## config.mk

```make
export PLATFORM = sky130hd
export DESIGN_NAME = mgmt_master
export DESIGN_NICKNAME = d
export VERILOG_FILES = /design/src/rtl/mgmt_master.sv
export SDC_FILE = /design/constraint.sdc
export NUM_CORES = 1
export LEC_CHECK = 0
export ABC_AREA = 1
export CAP_MARGIN = 20
export CORE_MARGIN = 2
export CORE_UTILIZATION = 40
export DETAILED_ROUTE_END_ITERATION = 8
export PLACE_DENSITY = 0.8
export SLEW_MARGIN = 25
export SYNTH_ARGS = -nofsm -noshare
export SYNTH_HDL_FRONTEND = slang
export SYNTH_SLANG_ARGS = --single-unit
export TNS_END_PERCENT = 100
```

## constraint.sdc

```tcl
create_clock -name clk -period 5.1 [get_ports clk]
set_input_delay 1.275 -clock clk [delete_from_list [all_inputs] [get_ports clk]]
set_output_delay 1.275 -clock clk [all_outputs]
set_load 0.1 [all_outputs]
```

## src/rtl/mgmt_master.sv

```systemverilog
// Management bus master: turns one core request into one slave-bus access with a 2-cycle request-low gap.
// Optional response timeout enabled by defining MGMT_TIMEOUT_EN.
module mgmt_master #(
  parameter int unsigned TIMEOUT = 16
) (
  input  logic        clk,
  input  logic        rst,
  input  logic        cpu_req,
  input  logic [31:0] cpu_adr,
  input  logic        cpu_rwn,
  input  logic [1:0]  cpu_wen,
  input  logic [31:0] cpu_txd,
  output logic        cpu_busy,
  output logic        cpu_rdy,
  output logic        cpu_err,
  output logic [31:0] cpu_rxd,
  output logic        mgmt_req,
  output logic [31:0] mgmt_adr,
  output logic        mgmt_rwn,
  output logic [1:0]  mgmt_wen,
  output logic [31:0] mgmt_txd,
  input  logic        mgmt_ack,
  input  logic        mgmt_rxe,
  input  logic [31:0] mgmt_rxd
);

  typedef enum logic [1:0] {IDLE, REQ, GAP} state_t;

  state_t      state, state_nxt;
  logic        busy_nxt, rdy_nxt, req_nxt, rwn_nxt;
  logic [31:0] rxd_nxt, adr_nxt, txd_nxt;
  logic [1:0]  wen_nxt;
  logic        timeout;

`ifdef MGMT_TIMEOUT_EN
  logic [7:0] cnt, cnt_nxt;
  logic       err_nxt;
  assign timeout = (cnt == 8'(TIMEOUT - 1));
`else
  assign timeout = 1'b0;
  assign cpu_err = 1'b0;
`endif

  // State and all outputs are registered; the comb blocks below only compute next values.
  always_ff @(posedge clk or posedge rst) begin
    if (rst) begin
      state    <= IDLE;
      cpu_busy <= 1'b0;
      cpu_rdy  <= 1'b0;
      cpu_rxd  <= '0;
      mgmt_req <= 1'b0;
      mgmt_adr <= '0;
      mgmt_rwn <= 1'b0;
      mgmt_wen <= '0;
      mgmt_txd <= '0;
`ifdef MGMT_TIMEOUT_EN
      cnt      <= '0;
      cpu_err  <= 1'b0;
`endif
    end else begin
      state    <= state_nxt;
      cpu_busy <= busy_nxt;
      cpu_rdy  <= rdy_nxt;
      cpu_rxd  <= rxd_nxt;
      mgmt_req <= req_nxt;
      mgmt_adr <= adr_nxt;
      mgmt_rwn <= rwn_nxt;
      mgmt_wen <= wen_nxt;
      mgmt_txd <= txd_nxt;
`ifdef MGMT_TIMEOUT_EN
      cnt      <= cnt_nxt;
      cpu_err  <= err_nxt;
`endif
    end
  end

  always_comb begin
    state_nxt = state;
    case (state)
      IDLE:    if (cpu_req) state_nxt = REQ;
      REQ:     if (mgmt_ack || timeout) state_nxt = GAP;
      GAP:     state_nxt = IDLE;
      default: state_nxt = IDLE;
    endcase
  end

  // Bus fields hold from one accept to the next; ack wins over a coincident timeout.
  always_comb begin
    busy_nxt = (state_nxt != IDLE);
    rdy_nxt  = 1'b0;
    rxd_nxt  = cpu_rxd;
    req_nxt  = mgmt_req;
    adr_nxt  = mgmt_adr;
    rwn_nxt  = mgmt_rwn;
    wen_nxt  = mgmt_wen;
    txd_nxt  = mgmt_txd;
`ifdef MGMT_TIMEOUT_EN
    cnt_nxt  = cnt;
    err_nxt  = 1'b0;
`endif
    case (state)
      IDLE: begin
        if (cpu_req) begin
          req_nxt = 1'b1;
          adr_nxt = cpu_adr;
          rwn_nxt = cpu_rwn;
          wen_nxt = cpu_wen;
          txd_nxt = cpu_txd;
`ifdef MGMT_TIMEOUT_EN
          cnt_nxt = '0;
`endif
        end
      end
      REQ: begin
        if (mgmt_ack) begin
          req_nxt = 1'b0;
          rdy_nxt = 1'b1;
          rxd_nxt = mgmt_rxe ? mgmt_rxd : 32'h0;
        end else if (timeout) begin
          req_nxt = 1'b0;
          rdy_nxt = 1'b1;
          rxd_nxt = 32'h0;
`ifdef MGMT_TIMEOUT_EN
          err_nxt = 1'b1;
`endif
        end else begin
`ifdef MGMT_TIMEOUT_EN
          cnt_nxt = cnt + 8'd1;
`endif
        end
      end
      GAP:     req_nxt = 1'b0;
      default: req_nxt = 1'b0;
    endcase
  end

endmodule

```

==> impl_results.md, run 1 <==
- Status: finished, final reports clean
- Post-synth top area share: 62.3%
- Clock sink total: 104
- Crit path kind: flop to output port
- # setup viols final: 0
- Worst slew margin: 31.8%
- RSZ-0062 raised after global routing: no
- CTS max path bufs: 2
- # Max-Cap Violations: 0
- Fillers: 851
- Inserted Clock Buffers: 9
- Cells resized by post-CTS repair: 0
- First-pass GRT wire length: 18000 µm
- Detailed-route wire length: 11300 µm
- Iter 0 DRT Violations: 271
- Core area: 10200 µm²
- Slew Limit Fails: 0
- N_diodes: 0
- Final #Nets: 741
- Root buffer cell: clkbuf_8
- Cell types occupying the most area after synthesis: dfrtp_1, nand2_1, nand3_1, o21ai_2, buf_2
- CTS tree: yes
- Crit. End Element: output port
- H-tree Lvls: 3
- Critical Path Source Type: flop
- Syn Nets: 554
- Final Skew: 11.8 ps
- Drt first pass iters: 4
- Required time worst endpoint: 3830 ps
- Vias/cell: 4.85
- Max stage delay on crit path: 1170 ps
- Die area: 11300 µm²
- Wire per inst: 14.6 µm
- PortBufs: 205
- Synthesis-to-layout area growth: 53.3%
- Critical Path Slowest Stage Cell: clkdlybuf4s50_1
- Final Wtd Congestion: 0.776
- Hold crit path type: flop to flop
- Clock-pin slew on the worst setup and hold paths: 90 ps
- Register bit total from synthesis: 104
- Most common cell after layout, fill and taps aside: clkdlybuf4s50_1
- Post-DP HPWL: 7800 µm
- Final min period: 3160 ps
- Worst path bufs/invs: 1
- Worst path cell trace: clkdlybuf4s50_1
- Commonest non-fill, non-tap cells in the layout: clkdlybuf4s50_1, nand2_1, dfrtp_1, nand3_1, o21ai_2
- Num ports: 207
- Via count: 3777
- CP arrival: 1890 ps
- Final hold violations: 0
- Syn_area_per_cell: 9.29 µm²
- Fin Setup TNS: 0 ps
- Synthesized area: 4180 µm²
- Antenna-violating nets left: 0
- Site row count: 37
- Fmax: 316 MHz
- Remaining global-route overflow: 0
- Drt drc: 0
- Layout cell share with drive strength beyond 1: 6.07%
- Biggest area consumer among synthesized cells: dfrtp_1
- Syn. warnings: 0
- Period Utilization, post-route: 62.0%
- Netlist cell types: 17
- Largest net degree at the start of global routing: 73
- Delay-heaviest family, CP: buffers and inverters
- Horiz. Die Dim: 106 µm
- Cells after Synth: 450
- Hold Buf Count CTS: 0
- Initial antenna violation count: 0
- Setup bufs post-CTS: 0
- Gr usage total: 20.1%
- Maximum fanout along the worst path: 2
- Chip height: 106 µm
- Number of global-route vias before repair: 3706
- Sequential fraction of the synthesis area: 62.3%
- Clk_lat worst skew: 360 ps
- Worst-Margin Slew: 1020 ps
- Initial Util: 40.8%
logic make-up (layout without fill, tap and decap cells):
kind of cell | Yosys count | after routing | synth area share, %
AO/OA/AOI/OAI | 34 | 34 | 5.33
AND/OR/NAND/NOR | 272 | 272 | 26.8
buffers and inverters | 39 | 231 | 5.48
flip-flops | 104 | 104 | 62.3
other | 1 | 1 | 0.0897
cells in the mapped netlist, drive strengths merged:
cell type    n
a21oi        1
nor2         1
conb         1
nand2      203
clkbuf       7
dfrtp      104
o21ai       33
buf         26
inv          6
nand3       68
area by class of cell:
cell class | count | area [µm²] | share of cell area (%)
flip-flops and latches | 104 | 2600 | 40.6
clock inverters | 2 | 12.5 | 0.195
inverters | 6 | 25.0 | 0.391
repair buffers | 209 | 2070 | 32.3
clock buffers | 14 | 173 | 2.69
multi-input cells | 307 | 1350 | 21.1
well taps | 136 | 170 | 2.66
state kept, by name, summed over array words and instances (netlist names):
signal    cells
mgmt_rwn      1
cpu_rdy       1
cpu_busy      1
mgmt_wen      2
mgmt_adr     32
state         2
cpu_rxd      32
mgmt_req      1
mgmt_txd     32
through the flow:
stage          utilization (%)  std cells  instance area, µm²  worst slack, ps  hold WS [ps]
3_3_place_gp              60.8        762                6220             2270           452
5_1_grt                   62.6        778                6410             1870           502
6_report                  62.6        778                6410             1940           474
4_1_cts                   62.7        778                6410             1920           479
3_5_place_dp              60.9        762                6230             2210           457
2_1_floorplan                -        450                4180             1090           566
tightest hold or removal path, cell delays in order, from the launching register on:
cell,delay (ps)
dfrtp_1,350
nand2_1,50
nand2_1,50
path summary, 6_finish.rpt:
path	start	to	slack, ps	cells after the start
setup / recovery	cpu_rxd[23]	cpu_rxd[23]	1940	1
hold / removal	mgmt_adr[13]	mgmt_adr[13]	470	2
setup reg to reg	state[0]	mgmt_txd[0]	3510	4
hold reg to reg	mgmt_adr[13]	mgmt_adr[13]	470	2
max in group asynchronous	rst	cpu_busy	2680	3
min in group asynchronous	rst	mgmt_txd[15]	1450	2
per-layer routing:
metal  share of wire, %  vias to the layer above  global-route usage [%]  wire length (µm)
met5                  0                        -                       0                 0
met4                3.0                        0                    9.30               335
met3                7.2                       27                    5.21               812
met2                 48                      152                    32.4              5470
met1                 42                     1801                    25.3              4720
li1                   -                     1797                       -                 -
Power of run 1 is not shown: default switching activity piles up to over one toggle a cycle in this logic, so the estimate is an artifact.
==> inputs of run 2 (changes only) <==
Clock period 5.1 ns to 3.1 ns, I/O delays scaled along.
==> impl_results.md, run 2 (same netlist as run 1, synthesis figures left out) <==
- Maximum fanout along the worst path: 66 (+64)
- Final Skew: 16.9 ps (+5.10 ps)
- Drt first pass iters: 6 (+2)
- Commonest non-fill, non-tap cells in the layout: nand2_1, buf_4, dfrtp_1, clkdlybuf4s50_1, nand3_1
- Remaining global-route overflow: 0 (unchanged)
- Final Wtd Congestion: 0.743 (-4.2%)
- Number of global-route vias before repair: 3608 (-2.6%)
- Critical Path Slowest Stage Cell: buf_4
- Fmax: 545 MHz
- Setup bufs post-CTS: 0 (unchanged)
- Worst-Margin Slew: 766 ps (-254 ps)
- Status: finished, final reports clean
- Final #Nets: 744 (+0.40%)
- Drt drc: 0 (unchanged)
- CP arrival: 2030 ps (+140 ps)
- R2r startpoint: state[0]
- Antenna-violating nets left: 0 (unchanged)
- Synthesis-to-layout area growth: 47.9%
- Worst setup startpoint: mgmt_ack
- H-tree Lvls: 3 (unchanged)
- Worst path bufs/invs: 2 (+1)
- Site row count: 37 (unchanged)
- # setup viols final: 0 (unchanged)
- CTS tree: yes
- Fin Setup TNS: 0 ps (unchanged)
- Root buffer cell: clkbuf_8
- Beginning of the worst hold path: mgmt_adr[28]
- Largest net degree at the start of global routing: 68 (-6.8%)
- Clock-pin slew on the worst setup and hold paths: 90 ps (about the same)
- Worst path cell trace: clkdlybuf4s50_1, nand3_2, buf_4, o21ai_0
- Initial Util: 40.8% (unchanged)
- Vias/cell: 4.78 (-1.6%)
- Horiz. Die Dim: 106 µm (unchanged)
- Detailed-route wire length: 11100 µm (-2.4%)
- N_diodes: 0 (unchanged)
- Inserted Clock Buffers: 9 (unchanged)
- Die area: 11300 µm² (unchanged)
- R2r setup slk: 1500 ps (-2010 ps)
- Most common cell after layout, fill and taps aside: nand2_1
- Cells resized by post-CTS repair: 0 (unchanged)
- Core area: 10200 µm² (unchanged)
- Period Utilization, post-route: 59.2%
- Via count: 3730 (-1.2%)
- Hold crit path type: flop to flop
- First-pass GRT wire length: 17600 µm (-2.3%)
- Clock sink total: 104 (unchanged)
- Chip height: 106 µm (unchanged)
- Critical Path Source Type: input pin
- Max stage delay on crit path: 520 ps (-650 ps)
- Layout cell share with drive strength beyond 1: 22.5% (+16 points)
- RSZ-0062 raised after global routing: no
- Wire per inst: 14.2 µm (-2.8%)
- Final hold violations: 0 (unchanged)
- Num ports: 207 (unchanged)
- Crit path kind: input pin to flop
- Required time worst endpoint: 3300 ps (-530 ps)
- Clk_lat worst skew: 360 ps (about the same)
- Largest regs: cpu_rxd x32, mgmt_adr x32, mgmt_txd x32
- PortBufs: 205 (unchanged)
- CTS max path bufs: 2 (unchanged)
- Final min period: 1840 ps
- # Max-Cap Violations: 0 (unchanged)
- Delay-heaviest family, CP: buffers and inverters
- Worst slew margin: 48.9% (+17 points)
- Slew Limit Fails: 0 (unchanged)
- Crit. End Element: flop
- Iter 0 DRT Violations: 350 (+29%)
- Post-DP HPWL: 7940 µm (+1.8%)
- Hold Buf Count CTS: 0 (unchanged)
- Initial antenna violation count: 0 (unchanged)
- Gr usage total: 19.5% (-0.56 points)
==> run 2: changes by cell type in the layout (fill, tap and decap cells not counted), moves of 2 or more <==
| cell | before | now |
|---|---|---|
| buf_4 | 4 | 108 |
| clkbuf_1 | 2 | 0 |
| inv_6 | 0 | 3 |
| clkbuf_8 | 12 | 9 |
| clkdlybuf4s50_1 | 203 | 102 |
==> run 2: path summary, 6_finish.rpt <==
| path | to | cells past startpoint |
|---|---|---|
| max | cpu_rxd[31] | 4 |
| min in group asynchronous | mgmt_txd[18] | 3 |
| max in group asynchronous | mgmt_adr[12] | 3 |
| min reg2reg | mgmt_adr[28] | 2 |
| min | mgmt_adr[28] | 2 |
| max reg2reg | mgmt_adr[11] | 5 |
==> run 2: worst min-delay path, delay by kind of cell, from the launching register on <==
kind             cells  cell delay, ps
AND/OR/NAND/NOR      2             100
flip-flops           1             350
==> run 2: area by class of cell <==
cell class	count	area [µm²]
clock inverter	7	52.6
sequential	104	2600
tap	136	170
clock buffer	9	124
timing repair buffer	212	1860
multi-input combinational	307	1350
fill	916	4050
inverter	6	26.3
==> run 2: through the flow <==
| step | std cells | setup slack (ps) | area, µm² | util [%] | hold slack, ps |
|---|---|---|---|---|---|
| after floorplan | 450 | 1080 | 4180 | - | 566 |
| after global placement | 765 | 980 | 6000 | 58.7 | 454 |
| after detailed placement | 765 | 918 | 6000 | 58.7 | 460 |
| after CTS | 781 | 1250 | 6180 | 60.4 | 482 |
| after global routing | 781 | 1160 | 6180 | 60.4 | 498 |
| final | 781 | 1260 | 6180 | 60.4 | 480 |
==> run 2: layer usage <==
metal	vias up	share of wire, %	global-route usage [%]
li1	1806	-	-
met1	1751	41	24.6
met2	153	50	32.6
met3	20	7.0	5.03
met4	0	2.4	6.67
met5	-	0	0
Power of run 2 is left out for the same reason.
==> inputs of run 3 (changes only) <==
Clock period 3.1 ns to 1.81 ns, I/O delays scaled along.
==> impl_results.md, run 3 (same netlist as run 1, synthesis figures left out) <==
- Status: finished, final reports clean
- CTS tree: yes
- Via count: 3791 (+1.6%)
- Crit. End Element: output port
- Clk_lat worst skew: 350 ps (about the same)
- Critical Path Slowest Stage Cell: dfrtp_1
- Die area: 11300 µm² (unchanged)
- Num ports: 207 (unchanged)
- # setup viols final: 0 (unchanged)
- Max stage delay on crit path: 430 ps (-90 ps)
- Setup bufs post-CTS: 0 (unchanged)
- # Max-Cap Violations: 0 (unchanged)
- CTS max path bufs: 2 (unchanged)
- Crit path kind: flop to output port
- Clock-pin slew on the worst setup and hold paths: 90 ps (about the same)
- Commonest non-fill, non-tap cells in the layout: nand2_1, buf_12, dfrtp_1, clkdlybuf4s50_1, nand3_1
- R2r setup slk: 540 ps (-960 ps)
- Final #Nets: 749 (+0.67%)
- Synthesis-to-layout area growth: 80.0%
- Layout cell share with drive strength beyond 1: 22.4% (-0.10 points)
- Final hold violations: 0 (unchanged)
- Final min period: 1430 ps
- CP arrival: 980 ps (-1050 ps)
- Slew Limit Fails: 0 (unchanged)
- Worst path bufs/invs: 1 (-1)
- Chip height: 106 µm (unchanged)
- Remaining global-route overflow: 0 (unchanged)
- Initial antenna violation count: 0 (unchanged)
- Horiz. Die Dim: 106 µm (unchanged)
- Vias/cell: 4.84 (+1.2%)
- Worst r2r dst: mgmt_adr[14]
- Hold Buf Count CTS: 0 (unchanged)
- Drt drc: 0 (unchanged)
- Worst path cell trace: buf_12
- H-tree Lvls: 3 (unchanged)
- Iter 0 DRT Violations: 196 (-44%)
- Period Utilization, post-route: 79.2%
- Hold crit path type: input pin to asynchronous set/reset pin
- Fin Setup TNS: 0 ps (unchanged)
- Gr usage total: 22.3% (+2.9 points)
- Detailed-route wire length: 12200 µm (+11%)
- Fmax: 697 MHz
- Most common cell after layout, fill and taps aside: nand2_1
- Delay-heaviest family, CP: flip-flops
- Fillers: 687 (-25%)
- N_diodes: 0 (unchanged)
- Antenna-violating nets left: 0 (unchanged)
- Number of global-route vias before repair: 3933 (+9.0%)
- Drt first pass iters: 4 (-2)
- Clock sink total: 104 (unchanged)
- Required time worst endpoint: 1360 ps (-1940 ps)
- Final Skew: 4.97 ps (-11.9 ps)
- Cells resized by post-CTS repair: 0 (unchanged)
- Inserted Clock Buffers: 9 (unchanged)
- Wire per inst: 15.6 µm (+10%)
- Final Wtd Congestion: 0.808 (+8.8%)
- Maximum fanout along the worst path: 2 (-97%)
- Critical Path Source Type: flop
- First-pass GRT wire length: 19800 µm (+12%)
- R2R depth: 5 (unchanged)
- PortBufs: 205 (unchanged)
- Largest net degree at the start of global routing: 68 (unchanged)
- Core area: 10200 µm² (unchanged)
- Site row count: 37 (unchanged)
- Initial Util: 40.8% (unchanged)
- Largest regs: cpu_rxd x32, mgmt_adr x32, mgmt_txd x32
- Root buffer cell: clkbuf_8
- RSZ-0062 raised after global routing: no
- R2r startpoint: state[1]
- Post-DP HPWL: 9370 µm (+18%)
==> run 3: changes by cell type in the layout (fill, tap and decap cells not counted), sizes merged <==
| cell | previous run | this run |
|---|---|---|
| clkinv | 3 | 1 |
| inv | 8 | 5 |
| clkinvlp | 2 | 1 |
| clkbuf | 9 | 13 |
| buf | 110 | 115 |
==> run 3: metal layers <==
metal | GRT usage, % | up-vias | part of all wire (%)
li1 | - | 1810 | -
met1 | 25.5 | 1799 | 36
met2 | 39.7 | 156 | 53
met3 | 6.13 | 26 | 8.2
met4 | 8.65 | 0 | 2.7
met5 | 0 | - | 0
==> run 3: through the flow <==
stage	utilization (%)	instances	hold slack (ps)	cell area, µm²	worst slack [ps]
floorplan	-	450	560	4180	112
detailed placement	72.0	770	521	7370	175
global route	73.5	784	403	7520	341
finish	73.5	784	402	7520	376
CTS	73.5	784	391	7520	357
global placement	72.0	770	517	7370	254
==> run 3: how the worst max path moves through the flow <==
stage,startpoint,cells past startpoint,to
after floorplan,rst,1,cpu_busy
after global placement,mgmt_ack,5,cpu_rxd[31]
after detailed placement,mgmt_ack,4,cpu_rxd[23]
after CTS,cpu_rxd[5],1,cpu_rxd[5]
after global routing,cpu_rxd[31],1,cpu_rxd[31]
final,cpu_rxd[8],1,cpu_rxd[8]
==> run 3: layout make-up <==
cell class	instances	area (µm²)	area share [%]
Inverter	6	26.3	0.349
Sequential cell	104	2600	34.6
Multi-Input combinational cell	307	1350	17.9
Clock inverter	1	5.00	0.0665
Timing Repair Buffer	217	3220	42.8
Clock buffer	13	149	1.98
Tap cell	136	170	2.26
Power of run 3 is left out for the same reason.
